$ cat src/rtl/route_sequencer_if.sv
// Handshake/bus bundle between the route sequencer and its environment:
// table programming, tracker input, turn-block handshake and status outputs.
interface route_sequencer_if #(
  parameter int NSTEPS = 8
);
  localparam int IW = $clog2(NSTEPS);

  logic          start;
  logic          abort;
  logic          wr_en;
  logic [IW-1:0] wr_addr;
  logic [3:0]    wr_data;
  logic [2:0]    detect;
  logic          doneL;
  logic          doneR;
  logic          turn_err;
  logic          enL;
  logic          enR;
  logic [1:0]    count;
  logic [1:0]    mode;
  logic [IW-1:0] step_idx;
  logic          busy;
  logic          finished;
  logic          error;

  modport master (
    output start, abort, wr_en, wr_addr, wr_data, detect, doneL, doneR, turn_err,
    input  enL, enR, count, mode, step_idx, busy, finished, error
  );

  modport slave (
    input  start, abort, wr_en, wr_addr, wr_data, detect, doneL, doneR, turn_err,
    output enL, enR, count, mode, step_idx, busy, finished, error
  );
endinterface

$ cat src/rtl/route_sequencer.sv
// Route-level controller: steps through a programmable junction-action table,
// arms the left/right turn blocks and aborts stalled legs with a watchdog.
//
// state   | meaning
// IDLE    | stopped, waiting for start
// FETCH   | latch table entry idx; END finishes the route
// FOLLOW  | line following, waiting for a qualified junction
// CROSS   | driving straight over a junction until it clears
// TURN    | matching turn block armed, waiting for its done
// ADVANCE | step to next entry or finish after the last one
// DONE    | route complete
// FAULT   | watchdog expiry or turn error, held until abort
module route_sequencer #(
  parameter int NSTEPS  = 8,
  parameter int TIMEOUT = 50_000_000
) (
  input logic              clk,
  input logic              rst,
  route_sequencer_if.slave bus
);
  localparam int IW = $clog2(NSTEPS);
  localparam int WW = $clog2(TIMEOUT + 1);

  localparam logic [1:0] DIR_END      = 2'b00;
  localparam logic [1:0] DIR_LEFT     = 2'b01;
  localparam logic [1:0] DIR_STRAIGHT = 2'b11;

  localparam logic [1:0] MODE_STOP   = 2'd0;
  localparam logic [1:0] MODE_FOLLOW = 2'd1;
  localparam logic [1:0] MODE_LEFT   = 2'd2;
  localparam logic [1:0] MODE_RIGHT  = 2'd3;

  typedef enum logic [2:0] {
    IDLE, FETCH, FOLLOW, CROSS, TURN, ADVANCE, DONE, FAULT
  } state_t;

  state_t        state, state_nx;
  logic [3:0]    route_tbl [NSTEPS];
  logic [IW-1:0] idx, idx_nx;
  logic [WW-1:0] wd, wd_nx;
  logic [1:0]    cur_dir, cur_cnt;
  logic          start_q, det_prev, junction_q;
  logic          done_match, at_junction;
  logic          en_l_nx, en_r_nx, busy_nx, finished_nx, error_nx;
  logic [1:0]    mode_nx, count_nx;

  assign at_junction = (bus.detect == 3'b111);
  assign done_match  = (cur_dir == DIR_LEFT) ? bus.doneL : bus.doneR;
  assign bus.step_idx = idx;

  always_comb begin
    state_nx = state;
    idx_nx   = idx;
    wd_nx    = wd;
    // watchdog is a down-counter; zero is terminal count
    if ((state inside {FOLLOW, CROSS, TURN}) && (wd != '0))
      wd_nx = wd - 1'b1;
    unique case (state)
      IDLE, DONE: begin
        if (start_q) begin
          idx_nx   = '0;
          state_nx = FETCH;
        end
      end
      FETCH: begin
        if (route_tbl[idx][3:2] == DIR_END) begin
          state_nx = DONE;
        end else begin
          state_nx = FOLLOW;
          wd_nx    = WW'(TIMEOUT - 1);
        end
      end
      FOLLOW: begin
        if (junction_q) begin
          wd_nx    = WW'(TIMEOUT - 1);
          state_nx = (cur_dir == DIR_STRAIGHT) ? CROSS : TURN;
        end else if (wd == '0) begin
          state_nx = FAULT;
        end
      end
      CROSS: begin
        if (!at_junction)   state_nx = ADVANCE;
        else if (wd == '0)  state_nx = FAULT;
      end
      TURN: begin
        if (bus.turn_err)   state_nx = FAULT;
        else if (done_match) state_nx = ADVANCE;
        else if (wd == '0)  state_nx = FAULT;
      end
      ADVANCE: begin
        if (idx == IW'(NSTEPS - 1)) begin
          state_nx = DONE;
        end else begin
          idx_nx   = idx + 1'b1;
          state_nx = FETCH;
        end
      end
      FAULT: state_nx = FAULT;
    endcase
    if (bus.abort) begin
      state_nx = IDLE;
      idx_nx   = '0;
      wd_nx    = '0;
    end

    // outputs are registered from the next state so they line up with it
    mode_nx     = MODE_STOP;
    en_l_nx     = 1'b0;
    en_r_nx     = 1'b0;
    count_nx    = 2'd0;
    busy_nx     = state_nx inside {FETCH, FOLLOW, CROSS, TURN, ADVANCE};
    finished_nx = (state_nx == DONE);
    error_nx    = (state_nx == FAULT);
    if (state_nx == FOLLOW || state_nx == CROSS) begin
      mode_nx = MODE_FOLLOW;
    end else if (state_nx == TURN) begin
      count_nx = cur_cnt;
      if (cur_dir == DIR_LEFT) begin
        mode_nx = MODE_LEFT;
        en_l_nx = 1'b1;
      end else begin
        mode_nx = MODE_RIGHT;
        en_r_nx = 1'b1;
      end
    end
  end

  always_ff @(posedge clk or posedge rst) begin
    if (rst) begin
      state        <= IDLE;
      idx          <= '0;
      wd           <= '0;
      cur_dir      <= DIR_END;
      cur_cnt      <= 2'd0;
      start_q      <= 1'b0;
      det_prev     <= 1'b0;
      junction_q   <= 1'b0;
      bus.enL      <= 1'b0;
      bus.enR      <= 1'b0;
      bus.count    <= 2'd0;
      bus.mode     <= MODE_STOP;
      bus.busy     <= 1'b0;
      bus.finished <= 1'b0;
      bus.error    <= 1'b0;
      for (int i = 0; i < NSTEPS; i++) route_tbl[i] <= 4'd0;
    end else begin
      state        <= state_nx;
      idx          <= idx_nx;
      wd           <= wd_nx;
      start_q      <= bus.start;
      bus.enL      <= en_l_nx;
      bus.enR      <= en_r_nx;
      bus.count    <= count_nx;
      bus.mode     <= mode_nx;
      bus.busy     <= busy_nx;
      bus.finished <= finished_nx;
      bus.error    <= error_nx;
      if (state == FETCH) begin
        cur_dir <= route_tbl[idx][3:2];
        cur_cnt <= route_tbl[idx][1:0];
      end
      // junction needs two consecutive all-ones samples while following
      if (state == FOLLOW) begin
        det_prev   <= at_junction;
        junction_q <= at_junction && det_prev;
      end else begin
        det_prev   <= 1'b0;
        junction_q <= 1'b0;
      end
      if (bus.wr_en && !bus.busy && (int'(bus.wr_addr) < NSTEPS))
        route_tbl[bus.wr_addr] <= bus.wr_data;
    end
  end
endmodule
$ cat src/flat_wrapper.sv
// flat-port wrapper written by rule: the top's interface ports become plain ports
module route_sequencer_flat 
#(
  parameter int NSTEPS  = 8,
  parameter int TIMEOUT = 50_000_000
)
  (clk, rst, bus_start, bus_abort, bus_wr_en, bus_wr_addr, bus_wr_data, bus_detect, bus_doneL, bus_doneR, bus_turn_err, bus_enL, bus_enR, bus_count, bus_mode, bus_step_idx, bus_busy, bus_finished, bus_error);
  route_sequencer_if #(.NSTEPS(NSTEPS)) bus_i ();
  input logic clk;
  input logic rst;
  input wire logic [$bits(bus_i.start)-1:0] bus_start;
  input wire logic [$bits(bus_i.abort)-1:0] bus_abort;
  input wire logic [$bits(bus_i.wr_en)-1:0] bus_wr_en;
  input wire logic [$bits(bus_i.wr_addr)-1:0] bus_wr_addr;
  input wire logic [$bits(bus_i.wr_data)-1:0] bus_wr_data;
  input wire logic [$bits(bus_i.detect)-1:0] bus_detect;
  input wire logic [$bits(bus_i.doneL)-1:0] bus_doneL;
  input wire logic [$bits(bus_i.doneR)-1:0] bus_doneR;
  input wire logic [$bits(bus_i.turn_err)-1:0] bus_turn_err;
  output wire logic [$bits(bus_i.enL)-1:0] bus_enL;
  output wire logic [$bits(bus_i.enR)-1:0] bus_enR;
  output wire logic [$bits(bus_i.count)-1:0] bus_count;
  output wire logic [$bits(bus_i.mode)-1:0] bus_mode;
  output wire logic [$bits(bus_i.step_idx)-1:0] bus_step_idx;
  output wire logic [$bits(bus_i.busy)-1:0] bus_busy;
  output wire logic [$bits(bus_i.finished)-1:0] bus_finished;
  output wire logic [$bits(bus_i.error)-1:0] bus_error;
  assign bus_i.start = bus_start;
  assign bus_i.abort = bus_abort;
  assign bus_i.wr_en = bus_wr_en;
  assign bus_i.wr_addr = bus_wr_addr;
  assign bus_i.wr_data = bus_wr_data;
  assign bus_i.detect = bus_detect;
  assign bus_i.doneL = bus_doneL;
  assign bus_i.doneR = bus_doneR;
  assign bus_i.turn_err = bus_turn_err;
  assign bus_enL = bus_i.enL;
  assign bus_enR = bus_i.enR;
  assign bus_count = bus_i.count;
  assign bus_mode = bus_i.mode;
  assign bus_step_idx = bus_i.step_idx;
  assign bus_busy = bus_i.busy;
  assign bus_finished = bus_i.finished;
  assign bus_error = bus_i.error;
  route_sequencer #(.NSTEPS(NSTEPS), .TIMEOUT(TIMEOUT)) u_core (.clk(clk), .rst(rst), .bus(bus_i));
endmodule
$ cat config.mk
export PLATFORM = sky130hd
export DESIGN_NAME = route_sequencer_flat
export DESIGN_NICKNAME = d
export VERILOG_FILES = /design/src/rtl/route_sequencer_if.sv /design/src/rtl/route_sequencer.sv /design/src/flat_wrapper.sv
export SDC_FILE = /design/constraint.sdc
export NUM_CORES = 1
export LEC_CHECK = 0
export ABC_AREA = 1
export CELL_PAD_IN_SITES_DETAIL_PLACEMENT = 0
export CELL_PAD_IN_SITES_GLOBAL_PLACEMENT = 1
export CORE_ASPECT_RATIO = 0.8
export CORE_MARGIN = 2
export CORE_UTILIZATION = 44
export DETAILED_ROUTE_END_ITERATION = 8
export GPL_ROUTABILITY_DRIVEN = 0
export HOLD_SLACK_MARGIN = 0.1
export PLACE_DENSITY = 0.92
export SLEW_MARGIN = 10
export SYNTH_ARGS = -nofsm -noshare
export SYNTH_HDL_FRONTEND = slang
export SYNTH_SLANG_ARGS = --single-unit
$ cat constraint.sdc
create_clock -name clk -period 3.06 [get_ports clk]
set_input_delay 0.459 -clock clk [delete_from_list [all_inputs] [get_ports clk]]
set_output_delay 0.459 -clock clk [all_outputs]
set_load 0.02 [all_outputs]
==> results.md, run 1 <==
* Status: completed
* Worst Path Required at 2600 ps
* Hold Path Sink: u_core.route_tbl[25]$_DFFE_PP0P_
* Core ar. at 9690 sq um
* Distinct cells, synth at 37
* CP cell instances: clkdlybuf4s50_1
* 1st-pass router iterations at 5
* RSZ-0062 raised after global routing: false
* Syn avg cell area at 7.64 sq um
* Max H-tree Level at 3
* Post-layout nets at 632
* Max IR drop VDD at 0.350 mV
* Post-CTS Resized at 0
* Cell area after synthesis at 4400 sq um
* Worst clock skew at roughly 8 ps
* Reg2reg end: u_core.wd[18]$_DFF_PP0_
* Peak per-stage delay on the critical path at roughly 910 ps
* P_leak at between 2 and 2.5 nW
* Final Max Tran Viols at 0
* Num ports at 30
* Fmax at 406 MHz
* Setup slack, reg-to-reg at around 650 ps
* Clk network pwr share at 0.204
* Clock Path Buffers at 2
* Setup CP Type: reg -> out
* Drt wl/cell at 14.5 um
* CTS clk-pin slew, worst paths at 60 ps
* Tot Pwr at 5.27 mW
* Initial Util at 0.454
* N_diodes at 0
* Maxcap violations at 0
* Worst R2R Path Depth at 10
* Hold Path Class: reg -> reg
* Hold Buf Count CTS at 0
* Chip Height at 93.5 um
* Combinational power share at 0.463
* CTS tree: yes
* Initial DRC Count at 342
* Fraction of synthesized area in multiplexers at 0
* Detailed placement HPWL at 7990 um
* Final setup fails at 0
* Post-synth EDFFs at 0
* Adder and majority gate portion of the synthesized area at 0.00853
* Largest family of logic cells by synthesized area: simple AND/OR/NAND/NOR gates
* Sequential power share at 0.333
* Normalized max-slew margin at 0.416
* Critical Path AT at 2000 ps
* FF+latch count, synth at 80
* Final hold vios at 0
* Power Density at 1030 nW/um^2
* Period Utilization, post-route at 0.805
* Vias in the first global route at 3,612
* Die Area at 10,800 sq um
* Layout cell share with drive strength beyond 1 at 0.109
* Compound-Gate Fraction of Synth Area at 0.143
* Root buf cell: clkbuf_16
* DR DRC count at 0
* Tot GR Track Use at 0.216
* Setup Buffers After CTS at 0
* Worst skew pair latency at 340 ps
* DRT antenna net count at 0
* Die Width at 116 um
* Area taken by multi-input logic gates at 2050 sq um
* Worst path bufs/invs at 1
* Power Internal at between 2 and 3 mW
* Antenna violations before repair at 0
* Nature of the critical path endpoint: output pin
* Sequential share of the synthesized area at 0.455
* Crit-path max FO at 27
* Top delay family on crit path: flip-flops
* DP Area at 4830 sq um
* Filler instances at 957
* Area growth syn-to-layout at 16.3%
* GRT overflow at 0
* Clk sinks at 80
* Slowest stage cell, crit path: dfrtp_1
* Fin crit period at about 2500 ps
* First-pass GRT wire length at 18,100 um
* Mapped Cells at 576
* Port bufs at 29
* Sw Pwr at 2.33 mW
* Synthesis warning total at 0
* Switching Fraction at 0.442
* Synth Area in XOR/XNOR at 0.0259
* CTS Buf Count at 9
* Final Core Density at 0.529
* CP Launch Type: flop
* FFs w/ async S/R, synth at 1.00
* Tightest Pin Transition at 876 ps
* Register area at 2000 sq um
* Final TNS setup at 0 ps
* Synth Flop Type: dfrtp_1
* Largest net degree at the start of global routing at 35
* Area share of and/or/nand/nor cells after synthesis at 0.289
* Design Area, Final at 5120 sq um
* R2r startpoint: u_core.bus.step_idx[0]$_DFFE_PP0P_
* Routed vias at 3,951
* Total routed wirelength at 10,900 um
* WHS Path Cells at 2
* Drt via density at approximately 5.3
* Syn nets at 597
* Min-Delay Startpoint: u_core.route_tbl[25]$_DFFE_PP0P_
* Core Rows at 32
worst max path at each step:
stage	from	to	cells past startpoint
5_1_grt	u_core.bus.step_idx[0]$_DFFE_PP0P_	u_core.wd[18]$_DFF_PP0_	10
3_3_place_gp	u_core.bus.step_idx[0]$_DFFE_PP0P_	u_core.wd[11]$_DFF_PP0_	10
6_report	u_core.bus.step_idx[0]$_DFFE_PP0P_	bus_step_idx[0]	1
4_1_cts	u_core.bus.step_idx[0]$_DFFE_PP0P_	bus_step_idx[0]	1
3_5_place_dp	u_core.bus.step_idx[0]$_DFFE_PP0P_	u_core.wd[18]$_DFF_PP0_	10
2_1_floorplan	rst	u_core.bus.busy$_DFF_PP0_	1
sequential cells by signal, summed over array words and instances, names as in the netlist, 2 cells and up:
register             flops
u_core.bus.step_idx      3
u_core.cur_cnt           2
u_core.state             3
u_core.bus.mode          2
u_core.route_tbl        32
u_core.wd               26
u_core.cur_dir           2
u_core.bus.count         2
stage by stage:
stage	instances	hold slack, ps	setup slack (ps)
2_1_floorplan	576	448	549
3_3_place_gp	736	467	849
3_5_place_dp	736	478	687
4_1_cts	750	493	613
5_1_grt	750	517	333
6_report	750	489	597
layout make-up:
cell class | instances | share of cell area
tap | 136 | 0.0332
multi-input combinational | 413 | 0.401
clock inverter | 3 | 0.00831
sequential | 80 | 0.391
timing repair buffer | 33 | 0.0625
inverter | 74 | 0.0545
clock buffer | 11 | 0.0494
Yosys cell counts (4+ instances only):
cell type    n  area share
nand2_1    129        0.11
nor3_1       9       0.010
o21ai_1      6      0.0068
buf_6        4       0.010
nor2_2      13       0.018
nand3_1     36       0.041
xor2_1      11       0.022
inv_2       16       0.014
nor2_1      81       0.069
a31oi_1      4      0.0057
o21ai_0     54       0.061
a21oi_1     24       0.027
nand4_1      6      0.0085
nand2_2      6      0.0085
inv_1       58       0.049
dfrtp_1     80        0.45
cells in the final DEF, fill, tap and decap left out, types with 6 or more instances in the layout:
| cell type | count |
|---|---|
| a21oi_1 | 24 |
| clkbuf_16 | 9 |
| clkdlybuf4s50_1 | 29 |
| dfrtp_1 | 80 |
| inv_1 | 57 |
| inv_2 | 16 |
| nand2_1 | 129 |
| nand2_2 | 6 |
| nand3_1 | 36 |
| nand4_1 | 6 |
| nor2_1 | 81 |
| nor2_2 | 13 |
| nor3_1 | 9 |
| o21ai_0 | 54 |
| o21ai_1 | 6 |
| xor2_1 | 11 |
cells by family (layout without fill, tap and decap cells):
kind of cell | after synthesis | in the layout
XOR/XNOR | 13 | 13
AND/OR/NAND/NOR | 289 | 289
adder cells (fa/ha/maj) | 3 | 3
flip-flops | 80 | 80
AO/OA/AOI/OAI | 108 | 108
buffers and inverters | 83 | 121
per-layer routing:
layer | GRT usage | vias up | share of wire
met5 | 0 | - | 0
met4 | 0.0675 | 0 | 0.011
met3 | 0.0428 | 9 | 0.055
met2 | 0.308 | 131 | 0.43
met1 | 0.329 | 1880 | 0.50
li1 | - | 1931 | -
power groups by stage:
stage / clock, mW / combinational, mW / sequential, mW
6_report: 1.08 / 2.44 / 1.75
5_1_grt: 1.13 / 2.75 / 1.80
4_1_cts: 1.10 / 2.42 / 1.74
3_5_place_dp: 0 / 2.40 / 1.76
3_3_place_gp: 0 / 2.36 / 1.75
2_1_floorplan: 0 / 1.89 / 1.69
Power figures use the tool's default switching activity.
==> run 2, diff against run 1 <==
- CORE_UTILIZATION: 44 -> 40
- PLACE_DENSITY: 0.92 -> 0.89
- clock period: 3.06 -> 2.15 ns (I/O delays scaled with it)
==> run 2 against run 1 <==
Clock-buffer cell count stayed put. Global-route usage is 2.0 points lower. Worst hold slack worse by 71 ps. Die area is 9.6% higher. Largest cell class unchanged. Critical path depth is 8 higher. Setup slack worse by 430 ps. Largest power group unchanged. First-iteration DRC count is 16% lower. Clock skew is 1.6 ps lower. Via count is 1.1% lower. Power is 45% higher. Non-clock buffer count is 7 higher.
==> results.md, run 2 (same netlist as run 1, synthesis figures left out) <==
* Chip Height at around 98 um
* Setup Buffers After CTS at 0
* Met3 GRT Util at 0.0339
* Fin crit period at 1980 ps
* Crit-path max FO at 7
* Biggest regs: u_core.route_tbl: 32 flops, u_core.wd: 26 flops
* CTS Buf Count at 9
* CP Launch Type: flop
* Place WS at about 160 ps
* Num ports at 30
* 1st-pass router iterations at 7
* Largest net degree at the start of global routing at 81
* Final WS setup at 169 ps
* CP cell instances: ha_1 -> ha_1 -> a31oi_1 -> nand2_1 -> o21bai_2 -> nor2_1 -> nor2_4 -> nand2_1 -> nor2_1
* Layout cell share with drive strength beyond 1 at 0.122
* Post-CTS Resized at 0
* GRT overflow at 0
* Die Area at 11,900 sq um
* Sw Pwr at 3.41 mW
* Routed vias at 3,907
* DRT antenna net count at 0
* Core ar. at ~11,000 sq um
* RSZ-0062 raised after global routing: false
* Period Utilization, post-route at 0.921
* Top reg by flops: u_core.route_tbl
* Core Rows at 34
* Worst path bufs/invs at 0
* Largest register FFs at 32
* Sequential power share at 0.321
* Hold Buf Count CTS at 0
* Tot Pwr at roughly 7.7 mW
* Die Width at 121 um
* Fmax at 505 MHz
* Root buf cell: clkbuf_16
* Filler instances at 1,051
* Final Max Tran Viols at 0
* Top delay family on crit path: simple AND/OR/NAND/NOR gates
* Max IR drop VDD at 0.509 mV
* Met2 Use GR at 0.283
* Vias in the first global route at 3,583
* Combinational power share at 0.477
* Setup CP Type: reg -> reg
* Clk sinks at 80
* Worst clock skew at 6.41 ps
* Clock Path Buffers at 2
* Clk network pwr share at 0.202
* Detailed placement HPWL at 8360 um
* Status: completed
* Tot GR Track Use at 0.196
* Design Area, Final at 5240 sq um
* Final setup fails at 0
* Antenna violations before repair at 0
* Critical Path AT at 2200 ps
* Normalized max-slew margin at 0.706
* Port bufs at 29
* Maxcap violations at 0
* CTS clk-pin slew, worst paths at 60 ps
* DR DRC count at 0
* Total routed wirelength at 11,100 um
* Switching Fraction at 0.445
* Post-layout nets at 639
* N_diodes at 0
* Global Route met1 Usage at 0.300
* Worst skew pair latency at around 340 ps
* Worst Path Required at 2370 ps
* P_leak at 2.53 nW
* Initial DRC Count at about 290
* Drt via density at 5.09
* Max H-tree Level at 3
* Peak per-stage delay on the critical path at 460 ps
* Gr busiest metal: met1
* Power Density at between 1000 and 1500 nW/um^2
* Initial Util at 0.407
* Area growth syn-to-layout at 18.9%
* Final hold vios at 0
* DP Area at 4930 sq um
* Slowest stage cell, crit path: dfrtp_1
* Drt wl/cell at between 10 and 15 um
* Commonest non-fill, non-tap cells in the layout: 129 x nand2_1, 81 x nor2_1, 80 x dfrtp_1, 57 x inv_1, 54 x o21ai_0
* WHS at between 400 and 500 ps
* Final TNS setup at 0 ps
* First-pass GRT wire length at 18,400 um
* Power Internal at approximately 4.3 mW
* Commonest non-fill, non-tap cell in the layout: nand2_1
* CTS tree: yes
* Hold Path Class: in -> reg
* Tightest Pin Transition at ~440 ps
* Nature of the critical path endpoint: flop
## run 2: cell types whose count changed in the layout (fill, tap and decap cells not counted), sizes merged
cell,change
clkinv,+1
buf,+7
clkinvlp,+1
## run 2: power groups by stage
stage / registers, mW / logic [mW] / clock network [mW]
2_1_floorplan: 2.41 / 2.68 / 0
3_3_place_gp: 2.45 / 3.55 / 0
3_5_place_dp: 2.46 / 3.62 / 0
4_1_cts: 2.44 / 3.63 / 1.58
5_1_grt: 2.52 / 4.10 / 1.65
6_report: 2.46 / 3.66 / 1.55
## run 2: final timing paths
kind,from,to,slack [ps],cells past startpoint
min in group asynchronous,rst,u_core.route_tbl[30]$_DFFE_PP0P_,460,3
max reg2reg,u_core.bus.step_idx[1]$_DFFE_PP0P_,u_core.bus.count[0]$_DFF_PP0_,170,9
max,u_core.bus.step_idx[1]$_DFFE_PP0P_,u_core.bus.count[0]$_DFF_PP0_,170,9
max in group asynchronous,rst,u_core.state[2]$_DFF_PP0_,1360,3
min reg2reg,u_core.route_tbl[24]$_DFFE_PP0P_,u_core.route_tbl[24]$_DFFE_PP0P_,490,2
min,bus_start,u_core.start_q$_DFF_PP0_,420,1
## run 2: worst reg2reg max path, stage by stage (launching register included)
cell and delay (ps):
dfrtp_1 460, ha_1 250, ha_1 210, a31oi_1 210, nand2_1 80, o21bai_2 200
nor2_1 190, nor2_4 70, nand2_1 150, nor2_1 60
## run 2: routing by layer
metal	wire length [um]	up-vias
li1	-	1957
met1	5640	1826
met2	4830	105
met3	485	19
met4	146	0
met5	0	-
## run 2: area by class of cell
| type | instances | area (sq um) | share of cell area |
|---|---|---|---|
| multi-input combinational | 413 | 2060 | 0.394 |
| sequential | 80 | 2000 | 0.382 |
| timing repair buffer | 40 | 410 | 0.0784 |
| inverter | 74 | 282 | 0.0538 |
| clock buffer | 11 | 243 | 0.0464 |
| tap | 144 | 180 | 0.0344 |
| clock inverter | 5 | 56.3 | 0.0108 |
## run 2: through the flow
step | instances | util
2_1_floorplan | 576 | -
3_3_place_gp | 751 | 0.456
3_5_place_dp | 751 | 0.456
4_1_cts | 767 | 0.484
5_1_grt | 767 | 0.484
6_report | 767 | 0.484
==> run 3, diff against run 2 <==
==> constraint.sdc (replaced) <==
create_clock -name clk -period 2.15 [get_ports clk]
set_input_delay 0.5375 -clock clk [delete_from_list [all_inputs] [get_ports clk]]
set_output_delay 0.5375 -clock clk [all_outputs]
set_load 0.02 [all_outputs]
==> run 3 against run 2 <==
First-iteration DRC count is 3.8% lower. Register-to-register slack better by 30 ps. Maximum frequency is 4.7% lower. Largest power group unchanged. Utilization up 0.57 points. Highest routed layer unchanged. Largest cell class unchanged.
==> results.md, run 3 (same netlist as run 1, synthesis figures left out) <==
* Vias in the first global route at 3,670
* Clk sinks at 80
* 1st-pass router iterations at 5
* DRT antenna net count at 0
* Maxcap violations at 0
* Die Width at 121 um
* Core Rows at 34
* Top delay family on crit path: buffers and inverters
* Clk network pwr share at 0.203
* Port bufs at 29
* Critical Path AT at approximately 1500 ps
* Final Max Tran Viols at 0
* Top reg by flops: u_core.route_tbl
* Final setup fails at 0
* Tot GR Track Use at 0.189
* Place WS at 78.3 ps
* Worst Path Required at 1610 ps
* GRT overflow at 0
* Initial Util at 0.407
* Slowest stage cell, crit path: clkdlybuf4s50_1
* Biggest regs: u_core.route_tbl: 32 flops, u_core.wd: 26 flops
* Max IR drop VDD at roughly 0.57 mV
* CP cell instances: buf_4 -> clkdlybuf4s50_1
* Hold Path Class: reg -> reg
* Largest register FFs at 32
* Area growth syn-to-layout at 20.3%
* Final hold vios at 0
* Commonest non-fill, non-tap cell in the layout: nand2_1
* Area taken by multi-input logic gates at 2050 sq um
* Normalized max-slew margin at 0.664
* Crit-path max FO at 8
* Sw Pwr at 3.35 mW
* Worst skew pair latency at 340 ps
* DR DRC count at 0
* Clock Path Buffers at 2
* Root buf cell: clkbuf_16
* Fmax at slightly below 500 MHz
* Die Area at 11,900 sq um
* Combinational power share at 0.480
* Fin crit period at a little over 2000 ps
* Power Internal at 4.25 mW
* P_leak at 2.58 nW
* Layout cell share with drive strength beyond 1 at 0.133
* CTS Buf Count at 9
* Routed vias at 3,914
* Final TNS setup at 0 ps
* N_diodes at 0
* Detailed placement HPWL at 8190 um
* Post-layout nets at 648
* Num ports at 30
* Setup slack, reg-to-reg at 200 ps
* Register area at ~2000 sq um
* Tightest Pin Transition at 503 ps
* Sequential power share at 0.317
* RSZ-0062 raised after global routing: false
* Filler instances at approximately 1,100
* Largest net degree at the start of global routing at 30
* Max H-tree Level at 3
* Initial DRC Count at 275
* CP Launch Type: flop
* Final WS setup at approximately 72 ps
* Antenna violations before repair at 0
* Worst clock skew at 5.81 ps
* Total routed wirelength at 10,700 um
* Worst path bufs/invs at 2
* CTS clk-pin slew, worst paths at 60 ps
* Setup CP Type: reg -> out
* Switching Fraction at 0.441
* Commonest non-fill, non-tap cells in the layout: 129 x nand2_1, 81 x nor2_1, 80 x dfrtp_1, 57 x inv_1, 54 x o21ai_0
* Status: completed
* Chip Height at slightly below 100 um
* First-pass GRT wire length at approximately 18,000 um
* Peak per-stage delay on the critical path at just over 600 ps
* Drt via density at 5.04
* Power Density at 1430 nW/um^2
* Core ar. at 10,800 sq um
* CTS tree: yes
* Period Utilization, post-route at 0.966
* Nature of the critical path endpoint: output pin
* Drt wl/cell at 13.8 um
[run 3: cell types whose count changed in the layout (fill, tap and decap cells not counted)]
cell      previous run  this run
nor2_2              12        13
inv_2               16        15
clkinv_2             2         1
inv_4                0         1
ha_2                 1         0
buf_4                8        17
clkbuf_8             1         0
clkinv_4             1         2
ha_1                 2         3
nor2_4               4         3
inv_6                0         1
[run 3: area by class of cell]
cell class	instances	share of cell area
clock inverter	6	0.0130
sequential	80	0.378
inverter	74	0.0536
timing repair buffer	49	0.0902
tap	144	0.0340
multi-input combinational	413	0.388
clock buffer	10	0.0432
[run 3: worst paths after layout]
check                                                         from                          endpoint  depth (start not counted)
worst max-delay path            u_core.bus.step_idx[1]$_DFFE_PP0P_                   bus_step_idx[1]                          2
worst min-delay path                 u_core.cur_cnt[1]$_DFFE_PP0P_     u_core.bus.count[1]$_DFF_PP0_                          2
worst max register to register              u_core.wd[0]$_DFF_PP0_     u_core.bus.count[0]$_DFF_PP0_                         12
worst min register to register       u_core.cur_cnt[1]$_DFFE_PP0P_     u_core.bus.count[1]$_DFF_PP0_                          2
max in group asynchronous                                      rst           u_core.wd[21]$_DFF_PP0_                          3
min in group asynchronous                                      rst  u_core.route_tbl[26]$_DFFE_PP0P_                          2
[run 3: per-layer routing]
metal | part of all wire | vias to the layer above | wire (um) | GRT usage
met5 | 0 | - | 0 | 0
met4 | 0.0074 | 0 | 79 | 0.0424
met3 | 0.065 | 4 | 697 | 0.0491
met2 | 0.42 | 97 | 4490 | 0.266
met1 | 0.51 | 1845 | 5420 | 0.292
li1 | - | 1968 | - | -
[run 3: repair_timing]
item	CTS	global route
setup buffers	0	0
gates resized for setup	0	1
setup endpoints to repair	0	3
hold buffers	0	0
[run 3: power groups by stage]
| stage | clock, mW | combinational [mW] | sequential [mW] |
|---|---|---|---|
| 6_report | 1.54 | 3.65 | 2.41 |
| 5_1_grt | 1.63 | 4.12 | 2.48 |
| 4_1_cts | 1.59 | 3.64 | 2.41 |
| 3_5_place_dp | 0 | 3.62 | 2.43 |
| 3_3_place_gp | 0 | 3.55 | 2.42 |
| 2_1_floorplan | 0 | 2.68 | 2.41 |
[run 3: worst register-to-register path: stages, from the launching register on]
cell      delay, ps
dfrtp_1         380
inv_1            80
ha_1            200
nand2_1         100
nor2_2          200
nand3_1         120
nor2_2          150
nor2_1           60
o21bai_2        130
nor2_1           90
nor2_4          120
nand2_1         120
nor2_1          110
[run 3: through the flow]
| step | cell area [sq um] | std cells | power [mW] | hold slack [ps] | util |
|---|---|---|---|---|---|
| 2_1_floorplan | 4410 | 576 | 5.09 | 448 | - |
| 3_3_place_gp | 5000 | 760 | 5.96 | 463 | 0.462 |
| 3_5_place_dp | 5000 | 760 | 6.05 | 471 | 0.462 |
| 4_1_cts | 5290 | 776 | 7.64 | 486 | 0.490 |
| 5_1_grt | 5300 | 776 | 8.23 | 506 | 0.490 |
| 6_report | 5300 | 776 | 7.60 | 486 | 0.490 |
